[src/rtl/spsram_arb.sv]
// Two-requester round-robin arbiter and sequencer for a single-port SRAM.
// Zero-fills the array after every reset, then issues one access per cycle.
module spsram_arb #(
  parameter int BW_DATA = 32,
  parameter int BW_ADDR = 5
) (
  input  logic               i_clk,
  input  logic               i_rstn,
  input  logic               i_req0_valid,
  input  logic               i_req0_wr,
  input  logic [BW_ADDR-1:0] i_req0_addr,
  input  logic [BW_DATA-1:0] i_req0_data,
  input  logic               i_req1_valid,
  input  logic               i_req1_wr,
  input  logic [BW_ADDR-1:0] i_req1_addr,
  input  logic [BW_DATA-1:0] i_req1_data,
  output logic               o_req0_ready,
  output logic               o_req1_ready,
  output logic               o_rsp0_valid,
  output logic [BW_DATA-1:0] o_rsp0_data,
  output logic               o_rsp1_valid,
  output logic [BW_DATA-1:0] o_rsp1_data,
  output logic               o_init_done,
  output logic [BW_DATA-1:0] o_mem_data,
  output logic [BW_ADDR-1:0] o_mem_addr,
  output logic               o_mem_wen,
  output logic               o_mem_cen,
  output logic               o_mem_oen,
  input  logic [BW_DATA-1:0] i_mem_data
);

  typedef enum logic {INIT, RUN} state_t;

  state_t             state, state_nx;
  logic [BW_ADDR-1:0] init_cnt;
  logic               rr_ptr;
  logic               gnt0, gnt1, gnt;
  logic               sel_wr;
  logic [BW_ADDR-1:0] sel_addr;
  logic [BW_DATA-1:0] sel_data;
  logic               t1_rd, t1_id, t2_rd, t2_id;

  always_comb begin
    state_nx = state;
    gnt0     = 1'b0;
    gnt1     = 1'b0;
    case (state)
      INIT: if (init_cnt == '1) state_nx = RUN;
      RUN: begin
        // rr_ptr == 0 gives requester 0 priority on contention
        gnt0 = i_req0_valid && (!i_req1_valid || !rr_ptr);
        gnt1 = i_req1_valid && !gnt0;
      end
      default: state_nx = INIT;
    endcase
  end

  assign gnt          = gnt0 | gnt1;
  assign o_req0_ready = gnt0 & i_rstn;
  assign o_req1_ready = gnt1 & i_rstn;
  assign sel_wr       = gnt1 ? i_req1_wr   : i_req0_wr;
  assign sel_addr     = gnt1 ? i_req1_addr : i_req0_addr;
  assign sel_data     = gnt1 ? i_req1_data : i_req0_data;

  always_ff @(posedge i_clk) begin
    if (!i_rstn) begin
      state       <= INIT;
      init_cnt    <= '0;
      rr_ptr      <= 1'b0;
      o_init_done <= 1'b0;
    end else begin
      state <= state_nx;
      if (state == INIT) begin
        init_cnt <= init_cnt + 1'b1;
        if (init_cnt == '1) o_init_done <= 1'b1;
      end
      if (gnt) rr_ptr <= gnt0;
    end
  end

  always_ff @(posedge i_clk) begin
    if (!i_rstn) begin
      o_mem_cen  <= 1'b0;
      o_mem_wen  <= 1'b0;
      o_mem_oen  <= 1'b0;
      o_mem_addr <= '0;
      o_mem_data <= '0;
    end else if (state == INIT) begin
      o_mem_cen  <= 1'b1;
      o_mem_wen  <= 1'b1;
      o_mem_oen  <= 1'b0;
      o_mem_addr <= init_cnt;
      o_mem_data <= '0;
    end else if (gnt) begin
      o_mem_cen  <= 1'b1;
      o_mem_wen  <= sel_wr;
      o_mem_oen  <= !sel_wr;
      o_mem_addr <= sel_addr;
      if (sel_wr) o_mem_data <= sel_data;
    end else begin
      o_mem_cen <= 1'b0;
      o_mem_wen <= 1'b0;
      o_mem_oen <= 1'b0;
    end
  end

  // Tag follows the command through the SRAM's one-cycle read latency
  always_ff @(posedge i_clk) begin
    if (!i_rstn) begin
      t1_rd        <= 1'b0;
      t1_id        <= 1'b0;
      t2_rd        <= 1'b0;
      t2_id        <= 1'b0;
      o_rsp0_valid <= 1'b0;
      o_rsp1_valid <= 1'b0;
      o_rsp0_data  <= '0;
      o_rsp1_data  <= '0;
    end else begin
      t1_rd        <= gnt && !sel_wr;
      t1_id        <= gnt1;
      t2_rd        <= t1_rd;
      t2_id        <= t1_id;
      o_rsp0_valid <= t2_rd && !t2_id;
      o_rsp1_valid <= t2_rd && t2_id;
      if (t2_rd && !t2_id) o_rsp0_data <= i_mem_data;
      if (t2_rd && t2_id)  o_rsp1_data <= i_mem_data;
    end
  end

endmodule

[config.mk]
export PLATFORM = sky130hd
export DESIGN_NAME = spsram_arb
export DESIGN_NICKNAME = d
export VERILOG_FILES = /design/src/rtl/spsram_arb.sv
export SDC_FILE = /design/constraint.sdc
export NUM_CORES = 1
export LEC_CHECK = 0
export BUFFER_PORTS_ARGS = -buffer_cell sky130_fd_sc_hd__buf_2
export CORE_MARGIN = 3
export CORE_UTILIZATION = 49
export DETAILED_ROUTE_END_ITERATION = 7
export PLACE_DENSITY = 0.9
export SLEW_MARGIN = 20
export SYNTH_ARGS = -nofsm -noshare
export SYNTH_HDL_FRONTEND = slang
export SYNTH_SLANG_ARGS = --single-unit
[constraint.sdc]
create_clock -name i_clk -period 3 [get_ports i_clk]
set_input_delay 0.6 -clock i_clk [delete_from_list [all_inputs] [get_ports i_clk]]
set_output_delay 0.6 -clock i_clk [all_outputs]
set_load 0.05 [all_outputs]
==> metrics.yaml <==
drtAntennaViolNets: 0
status: "complete, no violations"
grt_start_max_net_pins: 79
boundaryPins: 221
syn_avg_cell_area_um2: 8.761
postCtsResizedCells: 0
grt_use_total: 0.2445
drt_first_pass_iters: 5
fin_cells: 910
grt_overflow: 0
syn_nets: 689
postCtsHoldBufs: 0
synth_top_area_cell: "dfxtp_1"
synth.area.top_cells: "dfxtp_1 (47%), nand2_1 (9.9%), a311oi_2 (8.6%), a21oi_1 (7.2%), a221oi_1 (5.6%)"
synth_edf_count: 0
worst_slew_pin_slew_ns: 0.9505
final_util: 0.6738
async_flop_share: 0
place_congestion: 0.8999
arrival_ns: 1.76
p_per_area_nw_per_um2: 564.4
ir_drop_mv: 0.2760
worstSetupStartpointType: "flip-flop"
synthCells: 575
layout.nets: 878
drive_above_1_share: 0.3861
power_leakage_nw: 2.759
pwr-share-clk: 0.511
area_growth_pct: 31.94
fmax_mhz: 424.1
ys_types: 37
period_minus_slack_ns: 2.358
crit_required_ns: 2.40
crit_path_end_kind: "output port"
dieWidth_um: 107.4
numCtsBuffers: 17
power_mw: 3.751
syn_area_um2: 5037
p_comb_frac: 0.068
core-area_um2: 9864
rows: 36
fill_cells: 808
holdWs_ns: 0.3534
finalMaxSlewViolations: 0
maxSlewHeadroom: 0.3663
hold_violations: 0
clkTransAtPathRegs_ns: 0.06
cts-root-buf: "clkbuf_8"
grt_pass1_vias: 4802
path_class: "flip-flop to output port"
antenna_cells: 0
cts_tree: "built"
setup_violations: 0
vias_per_cell: 5.669
io_buffer_count: 220
clock_latency_ns: 0.49
place_hpwl_um: 10050
routedWlPerCell_um: 15.91
yosysTopAreaCellShare: 0.4690
rsz0062_at_grt: "no"
drt_iter0_markers: 406
ys_ff_latch: 118
post_cts_buffers: 0
initial_core_util: 0.5107
intPower_mw: 2.861
cts_htree_levels: 4
power_switching_mw: 0.8898
finalCritPeriodShare: 0.7860
die_area_um2: 11530
wirelength_um: 14480
hp-class: "input pin to flip-flop"
grt_pass1_wl_um: 22780
num_vias: 5159
tns_ns: 0
synth-main-ff-cell: "dfxtp_1"
cp_max_fo: 20
yosysSeqAreaShare: 0.4690
seq_power_share: 0.421
die_y_um: 107.4
clockBufferDepth: 2
switching_share: 0.2372
antenna_found_initial: 0
skew_ns: 0.007538
yosysWarnings: 0
clock-sinks: 118
remaining_drc_errors: 0
drv_cap: 0
dp_cells: 878
-- routing by layer --
metal,global-route usage,up-vias,share of wire
met5,0,-,0
met1,0.2997,2406,0.39
met3,0.05579,30,0.083
met4,0.1073,0,0.025
met2,0.4106,277,0.50
li1,-,2446,-
-- metrics by stage --
stage	setup slack, ns	instance area (µm²)
final	0.6419	6646
after global routing	0.5737	6646
after CTS	0.6154	6644
after detailed placement	0.7658	6075
after global placement	0.8331	6075
after floorplan	0.5090	5037
-- cell usage after synthesis, drive strengths merged (4+ instances only) --
cell and number:
nand2 134, dfxtp 118, a21oi 72, o21ai 38, nand3 35, clkbuf 33, a221oi 32, a311oi 32
buf 29, nor2 14, and2 5, mux2i 4
-- critical path, cell delays in order, from the launching register on --
cell and delay, ns:
dfxtp_1 0.31, buf_4 0.23, and2_1 0.22, nand2_4 0.07, nor2_1 0.14, buf_2 0.29
-- power groups by stage --
stage          registers (mW)  clock network, mW  logic (mW)
2_1_floorplan            1.63                  0       0.146
3_3_place_gp             1.61                  0       0.249
3_5_place_dp             1.61                  0       0.252
4_1_cts                  1.58               1.95       0.253
5_1_grt                  1.58               2.02       0.277
6_report                 1.58               1.92       0.255
-- cell usage in the layout (no fill, tap or decap), types with 2 or more instances in the layout --
| cell | count |
|---|---|
| a2111oi_1 | 2 |
| a21oi_1 | 72 |
| a221oi_1 | 32 |
| a311oi_1 | 3 |
| a311oi_2 | 29 |
| a32oi_1 | 3 |
| a41oi_1 | 2 |
| and2_1 | 5 |
| and3_1 | 2 |
| buf_2 | 220 |
| buf_4 | 12 |
| bufinv_16 | 2 |
| clkbuf_16 | 16 |
| clkinv_2 | 2 |
| clkinv_4 | 2 |
| clkinvlp_4 | 5 |
| dfxtp_1 | 118 |
| ha_1 | 2 |
| inv_6 | 3 |
| mux2i_1 | 4 |
| nand2_1 | 132 |
| nand3_1 | 35 |
| nor2_1 | 14 |
| nor2b_1 | 2 |
| o21ai_0 | 37 |
| xor2_1 | 2 |
-- logic make-up (layout without fill, tap and decap cells) --
kind of cell,after synthesis,in the layout,synth area share
AO/OA/AOI/OAI,185,185,0.2794
XOR/XNOR,3,3,0.005217
adder cells (fa/ha/maj),2,2,0.004967
buffers and inverters,64,266,0.06607
flip-flops,118,118,0.4690
multiplexers,4,4,0.007949
AND/OR/NAND/NOR,199,199,0.1674
-- worst paths after layout --
| kind | end | from | slack [ns] | cells past startpoint |
|---|---|---|---|---|
| worst min-delay path | o_rsp0_data[7]$_SDFFE_PN0P_ | i_mem_data[7] | 0.35 | 3 |
| worst max register to register | o_mem_data[1]$_SDFFE_PN0P_ | rr_ptr$_SDFFE_PN0P_ | 1.01 | 5 |
| worst min register to register | t2_rd$_SDFF_PN0_ | t1_rd$_SDFF_PN0_ | 0.43 | 1 |
| worst max-delay path | o_req1_ready | state$_SDFF_PN0_ | 0.64 | 5 |
-- state kept, by name, summed over array words and instances, names as in the netlist --
register,count
o_rsp0_valid,1
o_init_done,1
o_mem_cen,1
t1_id,1
init_cnt,5
t1_rd,1
o_mem_oen,1
t2_id,1
t2_rd,1
o_mem_wen,1
o_rsp0_data,32
o_mem_addr,5
o_rsp1_data,32
state,1
rr_ptr,1
o_mem_data,32
o_rsp1_valid,1
-- layout make-up --
class | count | area [µm²] | area share
Clock buffer | 18 | 417.9 | 0.06288
Clock inverter | 14 | 151.4 | 0.02278
Inverter | 2 | 7.507 | 0.001130
Multi-Input combinational cell | 393 | 2350 | 0.3535
Sequential cell | 118 | 2362 | 0.3554
Tap cell | 133 | 166.4 | 0.02504
Timing Repair Buffer | 232 | 1191 | 0.1792
(Power assumes the default switching activity.)
